[src/rtl/dcache_flush_wb.sv]
// Data-cache flush write-back engine: for each dirty way of a notified set, read
// tag and line, write the full line to memory, clear the dirty bit, then pulse fl_ready.
module dcache_flush_wb #(
    parameter  int TAG_WIDTH    = 20,
    parameter  int INDEX_WIDTH  = 6,
    parameter  int OFFSET_WIDTH = 6,
    localparam int LINE_W       = 8 << OFFSET_WIDTH
) (
    input  logic                   clk,
    input  logic                   rstn,
    input  logic                   fl_valid,
    input  logic [INDEX_WIDTH-1:0] fl_index,
    input  logic                   fl_way0,
    input  logic                   fl_way1,
    output logic                   fl_ready,
    output logic                   rd_en,
    output logic [INDEX_WIDTH-1:0] rd_index,
    output logic                   rd_way,
    input  logic [TAG_WIDTH-1:0]   tag_rdata,
    input  logic [LINE_W-1:0]      line_rdata,
    output logic [1:0]             dt_we,
    output logic [INDEX_WIDTH-1:0] dt_waddr,
    output logic                   dt_wdata,
    output logic                   wr_req,
    output logic [31:0]            wr_addr,
    output logic [LINE_W-1:0]      wr_data,
    input  logic                   wr_rdy,
    output logic                   busy
);

    if (TAG_WIDTH + INDEX_WIDTH + OFFSET_WIDTH != 32) begin : g_bad_widths
        $error("dcache_flush_wb: TAG_WIDTH+INDEX_WIDTH+OFFSET_WIDTH must equal 32");
    end

    typedef enum logic [2:0] {
        S_IDLE,
        S_READ,
        S_CAPT,
        S_SEND,
        S_CLEAR,
        S_ACK
    } state_e;

    state_e                 state_q, state_d;
    logic [INDEX_WIDTH-1:0] idx_q, idx_d;
    logic                   way0_q, way0_d;
    logic                   way1_q, way1_d;
    logic [31:0]            wr_addr_q, wr_addr_d;
    logic [LINE_W-1:0]      wr_data_q, wr_data_d;

    // Way0 is always served first, so "way0 still pending" identifies the active way.
    logic cur_way;
    assign cur_way = ~way0_q;

    // NOTE: sequential state uses non-blocking assignments only, so every register
    // samples the pre-edge value of every other register.
    always_ff @(posedge clk) begin
        if (!rstn) begin
            state_q   <= S_IDLE;
            idx_q     <= '0;
            way0_q    <= 1'b0;
            way1_q    <= 1'b0;
            wr_addr_q <= '0;
            // NOTE: the line buffer is a plain register (not a RAM), so it can and
            // must be reset; the bus payload is defined as zero out of reset.
            wr_data_q <= '0;
        end else begin
            state_q   <= state_d;
            idx_q     <= idx_d;
            way0_q    <= way0_d;
            way1_q    <= way1_d;
            wr_addr_q <= wr_addr_d;
            wr_data_q <= wr_data_d;
        end
    end

    // NOTE: every signal assigned here gets a default first, so no path can
    // leave it unassigned and infer a latch.
    always_comb begin
        state_d   = state_q;
        idx_d     = idx_q;
        way0_d    = way0_q;
        way1_d    = way1_q;
        wr_addr_d = wr_addr_q;
        wr_data_d = wr_data_q;
        unique case (state_q)
            S_IDLE: begin
                if (fl_valid) begin
                    if (fl_way0 || fl_way1) begin
                        idx_d   = fl_index;
                        way0_d  = fl_way0;
                        way1_d  = fl_way1;
                        state_d = S_READ;
                    end else begin
                        state_d = S_ACK;
                    end
                end
            end
            S_READ: state_d = S_CAPT;
            S_CAPT: begin
                wr_addr_d = {tag_rdata, idx_q, {OFFSET_WIDTH{1'b0}}};
                wr_data_d = line_rdata;
                state_d   = S_SEND;
            end
            S_SEND: begin
                if (wr_rdy) state_d = S_CLEAR;
            end
            S_CLEAR: begin
                if (way0_q) begin
                    way0_d  = 1'b0;
                    state_d = way1_q ? S_READ : S_ACK;
                end else begin
                    way1_d  = 1'b0;
                    state_d = S_ACK;
                end
            end
            S_ACK:   state_d = S_IDLE;
            default: state_d = S_IDLE;
        endcase
    end

    always_comb begin
        fl_ready = 1'b0;
        rd_en    = 1'b0;
        dt_we    = 2'b00;
        wr_req   = 1'b0;
        unique case (state_q)
            S_READ:  rd_en    = 1'b1;
            S_SEND:  wr_req   = 1'b1;
            S_CLEAR: dt_we    = cur_way ? 2'b10 : 2'b01;
            S_ACK:   fl_ready = 1'b1;
            default: ;
        endcase
    end

    assign rd_index = idx_q;
    assign rd_way   = cur_way;
    assign dt_waddr = idx_q;
    assign dt_wdata = 1'b0;
    assign wr_addr  = wr_addr_q;
    assign wr_data  = wr_data_q;
    assign busy     = (state_q != S_IDLE);

endmodule

[config.mk]
export PLATFORM = sky130hd
export DESIGN_NAME = dcache_flush_wb
export DESIGN_NICKNAME = d
export VERILOG_FILES = /design/src/rtl/dcache_flush_wb.sv
export SDC_FILE = /design/constraint.sdc
export NUM_CORES = 1
export LEC_CHECK = 0
export BUFFER_PORTS_ARGS = -buffer_cell sky130_fd_sc_hd__buf_2
export CORE_AREA = 4 4 430 432
export DETAILED_ROUTE_END_ITERATION = 6
export DIE_AREA = 0 0 434 436
export PLACE_DENSITY = 0.36
export SETUP_SLACK_MARGIN = 0.2
export SYNTH_ARGS = -nofsm -noshare
export SYNTH_HDL_FRONTEND = slang
export SYNTH_SLANG_ARGS = --single-unit
[constraint.sdc]
create_clock -name clk -period 3.1 [get_ports clk]
set_clock_uncertainty 0.1 [all_clocks]
set_input_delay 0.155 -clock clk [delete_from_list [all_inputs] [get_ports clk]]
set_output_delay 0.155 -clock clk [all_outputs]
set_load 0.01 [all_outputs]
==> reports/summary.txt, run 1 <==
Outcome: finished, final reports clean
Clock transition at the registers of the reported paths: 0.06 ns
CTS Root Cell: clkbuf_16
DR vias/cell: 3.51
Routed WL: 130000 um
Worst path cell trace: nor3b_4 -> buf_12 -> buf_12 -> buf_4 -> nand2_1 -> a21boi_1 -> dlygate4sd3_1
Worst min-delay path category: in -> reg
Floorplan die height: 436 um
HPWL Detailed: 103000 um
Pin count of the biggest net entering global routing: 111
Clock buffer depth: 3
Post-synth top area share: 0.529
GRT Overall Usage: 0.131
Fillcell total: 20400
Max VDD drop: 305 uV
Slew headroom: 0.600
I/O Buffers: 1100
Worst stage delay on the critical path: 0.56 ns
Ports: 1108
Placed insts: 5752
Non-Filler Instances: 6492
Fin area: 37200 um2
Synth area leaders: dfxtp_1 53%, nand2_1 20%, a21boi_1 19%, buf_6 3.1%, buf_4 1.2%
Post-synth top cells: 1095 x nand2_1, 549 x dfxtp_1, 520 x a21boi_1
Post-route ant nets: 0
Routed length per placed instance: 20.0 um
Clock share of power: 0.427
Syn_area_per_cell: 8.60 um2
CP most frequent cell: buf_12
Die W: 434 um
Critical path class: reg -> reg
CP Capture Type: flip-flop
Fin Hold WS: 0.143 ns
Internal power: 14.7 mW
Yosys reg bits: 549
TritonRoute pass-1 iters: 7
# nets final: 4607
Initial core utilization: 0.115
Initial antenna violation count: 23
Syn. warnings: 0
P per Cell Area: 561 nW/um2
Critical Path RT: 3.61 ns
Post-synth top flop: dfxtp_1
Sum of negative setup slack: 0 ns
Clock sink count: 549
Post-synth EDFFs: 0
Synthesized cell area: 20800 um2
Achievable Freq: 0.373 GHz
CP max-delay cell: dlygate4sd3_1
RSZ-0062 raised after global routing: no
Via count: 22800
Net switching power figure: 6.15 mW
CTS tree: yes
Final Slew Violations: 0
Tcrit/Tclk final: 0.864
Synth Instances: 2418
Setup crit start kind: flip-flop
Die ar.: 189000 um2
Vias in the first global route: 23300
Cell taking the most area after synthesis: dfxtp_1
Fin. Hold Viols: 0
Final setup fails: 0
Combinational power share: 0.194
Switching share of power: 0.295
Max-cap violations: 0
Post-CTS Setup Repair Bufs: 0
Share of cells above drive strength 1: 0.310
Initial DRC Count: 1099
Sequential cell fraction of total power: 0.378
Synth async-reset ratio: 0
H-tree lvl count: 3
Drt drc: 0
Clk_lat worst skew: 0.66 ns
Yosys cell types: 32
Global-route wire length before repair: 178000 um
Routability congestion estimate: 0.902
Placed Area: 28600 um2
Seq/Total Area, Yosys: 0.529
Lkg Pwr: 16.2 nW
Row count: 156
Top-count cell post-synth: nand2_1
CTS Buf Count: 75
Crit-path max FO: 57
Gr ovfl total: 0
Worst slew pin tran: 0.600 ns
Syn-to-layout area delta: 79.0%
Minimum clock period: 2.68 ns
Critical path arrival: 3.19 ns
Core ar.: 181000 um2
-- stage by stage --
step | util | power [mW] | setup WS (ns)
after CTS | 0.206 | 21.4 | 0.349
after floorplan | - | 9.73 | 1.62
after detailed placement | 0.159 | 11.5 | 0.773
final | 0.206 | 20.9 | 0.421
after global placement | 0.159 | 11.5 | 0.855
after global routing | 0.206 | 22.0 | 0.297
-- state kept, by name, indices dropped and copies added (netlist names) --
register,count
wr_data,512
way1_q,1
wr_addr,26
dt_waddr,6
way0_q,1
state_q,3
-- cells by family after synthesis --
group	Yosys count	share of synthesized area
other	1	0.000180
DFF	549	0.529
muxes	6	0.00289
and+or+nand+nor	1114	0.204
buffers and inverters	199	0.0656
AOI/OAI and AO/OA	549	0.198
-- repair_timing --
action | CTS | global route
setup endpoints to repair | 0 | 16
gates resized for setup | 0 | 4
endpoints found under the hold margin | 543 | 0
hold buffers | 603 | 0
-- layout by cell type, fill, tap and decap left out, types with 2 or more instances in the layout --
master | Yosys | layout
a21boi_0 | 18 | 18
a21boi_1 | 520 | 520
and3_1 | 2 | 2
buf_12 | 0 | 23
buf_2 | 42 | 1099
buf_4 | 34 | 33
bufinv_16 | 0 | 6
clkbuf_1 | 64 | 20
clkbuf_16 | 0 | 77
clkbuf_8 | 0 | 13
clkinv_2 | 0 | 8
clkinv_8 | 0 | 4
clkinvlp_4 | 0 | 2
conb_1 | 1 | 7
dfxtp_1 | 549 | 546
dfxtp_2 | 0 | 3
diode_2 | 0 | 5
dlygate4sd3_1 | 0 | 603
mux2i_1 | 6 | 6
nand2_1 | 1095 | 1095
nand3_1 | 2 | 2
nor2_1 | 5 | 5
o21a_1 | 2 | 2
o21ai_0 | 2 | 2
-- final timing paths --
check | from | endpoint | slack, ns | depth (start not counted)
setup reg to reg | state_q[1] | wr_data[183] | 0.42 | 7
hold / removal | rstn | wr_data[390] | 0.14 | 3
hold reg to reg | wr_data[118] | wr_data[118] | 0.35 | 2
setup / recovery | state_q[1] | wr_data[183] | 0.42 | 7
-- metal layers --
metal | vias up | GRT usage | wire length (um)
li1 | 11100 | - | -
met1 | 10800 | 0.144 | 50100
met2 | 749 | 0.225 | 62800
met3 | 177 | 0.0592 | 12900
met4 | 0 | 0.0421 | 4190
met5 | - | 0 | 0
-- worst max-delay path: cells and delay by family, from the launching register on --
family,cells,cell delay (ns)
buffers and inverters,4,1.33
AND/OR/NAND/NOR,2,0.44
AO/OA/AOI/OAI,1,0.13
flip-flops,1,0.54
-- layout make-up --
class	instances	area (um2)	area share
diodes	5	12.5	0.000336
inverters	1	3.75	0.000101
multi-input cells	1677	8480	0.228
well taps	2370	2970	0.0797
clock buffers	110	2180	0.0586
clock inverters	21	309	0.00831
flip-flops and latches	549	11000	0.296
repair buffers	1759	12300	0.330
-- power groups by stage --
stage | sequential (mW) | clock (mW) | combinational (mW)
6_report | 7.89 | 8.92 | 4.05
5_1_grt | 7.95 | 9.56 | 4.44
4_1_cts | 7.89 | 9.34 | 4.15
3_5_place_dp | 8.03 | 0 | 3.45
3_3_place_gp | 8.02 | 0 | 3.45
2_1_floorplan | 8.23 | 0 | 1.49
No activity file was read; power rests on OpenSTA's default activity.
==> inputs of run 2 (changes only) <==
--- a/config.mk
+++ b/config.mk
@@ -10,6 +10,7 @@
 export DETAILED_ROUTE_END_ITERATION = 6
 export DIE_AREA = 0 0 434 436
 export PLACE_DENSITY = 0.36
+export RECOVER_POWER = 50
 export SETUP_SLACK_MARGIN = 0.2
 export SYNTH_ARGS = -nofsm -noshare
 export SYNTH_HDL_FRONTEND = slang
==> run 2 against run 1 <==
  * Total power is 0.63% lower
  * Critical path depth is 1 lower
  * Utilization down 0.38 points
  * Via count is 0.25% higher
  * Hold slack is essentially flat
  * Combinational power shrank 3%
  * Global-route usage is the same
  * Highest routed layer unchanged
==> reports/summary.txt, run 2 (synthesis gave the netlist of run 1 again) <==
GRT Overall Usage: 0.131 (unchanged)
Initial core utilization: 0.115 (unchanged)
Clk_lat worst skew: 0.66 ns (about the same)
Critical Path Sink: wr_data[183]
Most frequent cells in the layout: 1095 x nand2_1, 603 x dlygate4sd3_1, 566 x clkbuf_1, 553 x buf_2, 547 x dfxtp_1
Clock buffer depth: 3 (unchanged)
Fillcell total: 20600 (+0.99%)
Minimum clock period: 2.71 ns (+0.0303 ns)
Lkg Pwr: 13.9 nW (-14%)
CTS Root Cell: clkbuf_16
Drt drc: 0 (unchanged)
Ports: 1108 (unchanged)
RSZ-0062 raised after global routing: no
Pin count of the biggest net entering global routing: 111 (unchanged)
CP startpoint: state_q[0]
Tcrit/Tclk final: 0.874 (+0.00977)
# nets final: 4607 (unchanged)
Reg-to-reg slack, setup: 0.39 ns (-0.03 ns)
Routed length per placed instance: 20.1 um (+0.11%)
Placed Area: 28600 um2 (unchanged)
CP Capture Type: flip-flop
Initial DRC Count: 1137 (+3.5%)
Worst min-delay path category: in -> reg
Initial antenna violation count: 23 (unchanged)
Setup crit start kind: flip-flop
Final setup fails: 0 (unchanged)
Critical path class: reg -> reg
Vias in the first global route: 23300 (unchanged)
Reg area: 11000 um2 (about the same)
Row count: 156 (unchanged)
I/O Buffers: 1100 (unchanged)
CTS Buf Count: 75 (unchanged)
CTS tree: yes
R2R Path End: wr_data[183]
Outcome: finished, final reports clean
Multi-input gate area: 8470 um2 (about the same)
Share of cells above drive strength 1: 0.177 (-0.133)
R2r startpoint: state_q[0]
Critical Path RT: 3.61 ns (about the same)
Syn-to-layout area delta: 75.7%
DR vias/cell: 3.52 (+0.25%)
Achievable Freq: 0.369 GHz (-1.1%)
Max-cap violations: 0 (unchanged)
Worst reg2reg path depth: 6 (-1)
Critical path arrival: 3.22 ns (+0.03 ns)
Clock transition at the registers of the reported paths: 0.06 ns (about the same)
Routability congestion estimate: 0.902 (unchanged)
Most common cell after layout, fill and taps aside: nand2_1
Worst slew pin tran: 0.624 ns (+0.0234 ns)
Die ar.: 189000 um2 (unchanged)
Fin. Hold Viols: 0 (unchanged)
Sum of negative setup slack: 0 ns (unchanged)
Final Slew Violations: 0 (unchanged)
Core ar.: 181000 um2 (unchanged)
Post-CTS Setup Repair Bufs: 0 (unchanged)
Die W: 434 um (unchanged)
Max reg flops: 512 (unchanged)
P per Cell Area: 568 nW/um2 (+1.2%)
Slew headroom: 0.584 (-0.0161)
Global-route wire length before repair: 178000 um (unchanged)
Floorplan die height: 436 um (unchanged)
Post-route ant nets: 0 (unchanged)
TritonRoute pass-1 iters: 7 (unchanged)
H-tree lvl count: 3 (unchanged)
Routed WL: 130000 um (+0.11%)
Fin area: 36500 um2 (-1.8%)
Gr ovfl total: 0 (unchanged)
Via count: 22900 (+0.25%)
Clock sink count: 549 (unchanged)
Crit-path max FO: 30 (-47%)
Max VDD drop: 304 uV (-0.43%)
HPWL Detailed: 103000 um (unchanged)
==> run 2: cell types whose count changed in the layout (fill, tap and decap cells not counted) <==
cell and change:
or4b_1 +1, dfxtp_2 -1, clkbuf_1 +546, or4b_4 -1, buf_2 -546, dfxtp_1 +1
==> run 2: what timing repair did <==
item                                    4_1_cts  5_1_grt
endpoints found under the hold margin       543        0
endpoints found under the setup margin        0       16
resized for setup                             0        4
hold buffers                                603        0
==> run 2: layout make-up <==
type                            count  share of cell area
Multi-Input combinational cell   1677               0.232
Clock buffer                      110              0.0597
Inverter                            1            0.000103
Sequential cell                   549               0.301
Timing Repair Buffer             1759               0.317
Clock inverter                     21             0.00846
Antenna cell                        5            0.000343
Tap cell                         2370              0.0812
==> run 2: worst min-delay path by stage <==
| stage | depth (start not counted) | from | slack [ns] | end |
|---|---|---|---|---|
| after CTS | 3 | rstn | 0.008 | wr_data[343] |
| after global routing | 3 | rstn | 0.09 | wr_data[343] |
| after global placement | 3 | line_rdata[19] | 0.29 | wr_data[19] |
| after floorplan | 2 | tag_rdata[0] | 0.19 | wr_addr[12] |
| final | 3 | rstn | 0.14 | wr_data[390] |
| after detailed placement | 3 | line_rdata[104] | 0.30 | wr_data[104] |
==> run 2: through the flow <==
| step | power, mW | worst slack [ns] | utilization | instances | hold WS, ns |
|---|---|---|---|---|---|
| 6_report | 20.7 | 0.391 | 0.202 | 6492 | 0.143 |
| 5_1_grt | 21.8 | 0.169 | 0.202 | 6491 | 0.0936 |
| 4_1_cts | 21.4 | 0.349 | 0.206 | 6486 | 0.00754 |
| 3_5_place_dp | 11.5 | 0.773 | 0.159 | 5752 | 0.299 |
| 3_3_place_gp | 11.5 | 0.855 | 0.159 | 5752 | 0.293 |
| 2_1_floorplan | 9.73 | 1.62 | - | 2424 | 0.190 |
==> run 2: power by group <==
part	total [mW]	internal (mW)	switching (mW)	leakage [nW]
logic	3.91	1.61	2.30	8.21
clock network	8.91	5.37	3.54	1.21
registers	7.91	7.59	0.318	4.46
total	20.7	14.6	6.16	13.9
==> run 2: worst max-delay path, stage by stage, from the launching register on <==
cell           delay (ns)
dfxtp_1              0.72
or3b_4               0.46
buf_12               0.26
buf_12               0.23
nand2_1              0.08
a21boi_1             0.15
dlygate4sd3_1        0.56
==> run 2: layer usage <==
metal	vias up	track usage	share of wire
li1	11100	-	-
met1	10900	0.144	0.39
met2	745	0.225	0.48
met3	188	0.0592	0.099
met4	0	0.0421	0.033
met5	-	0	0
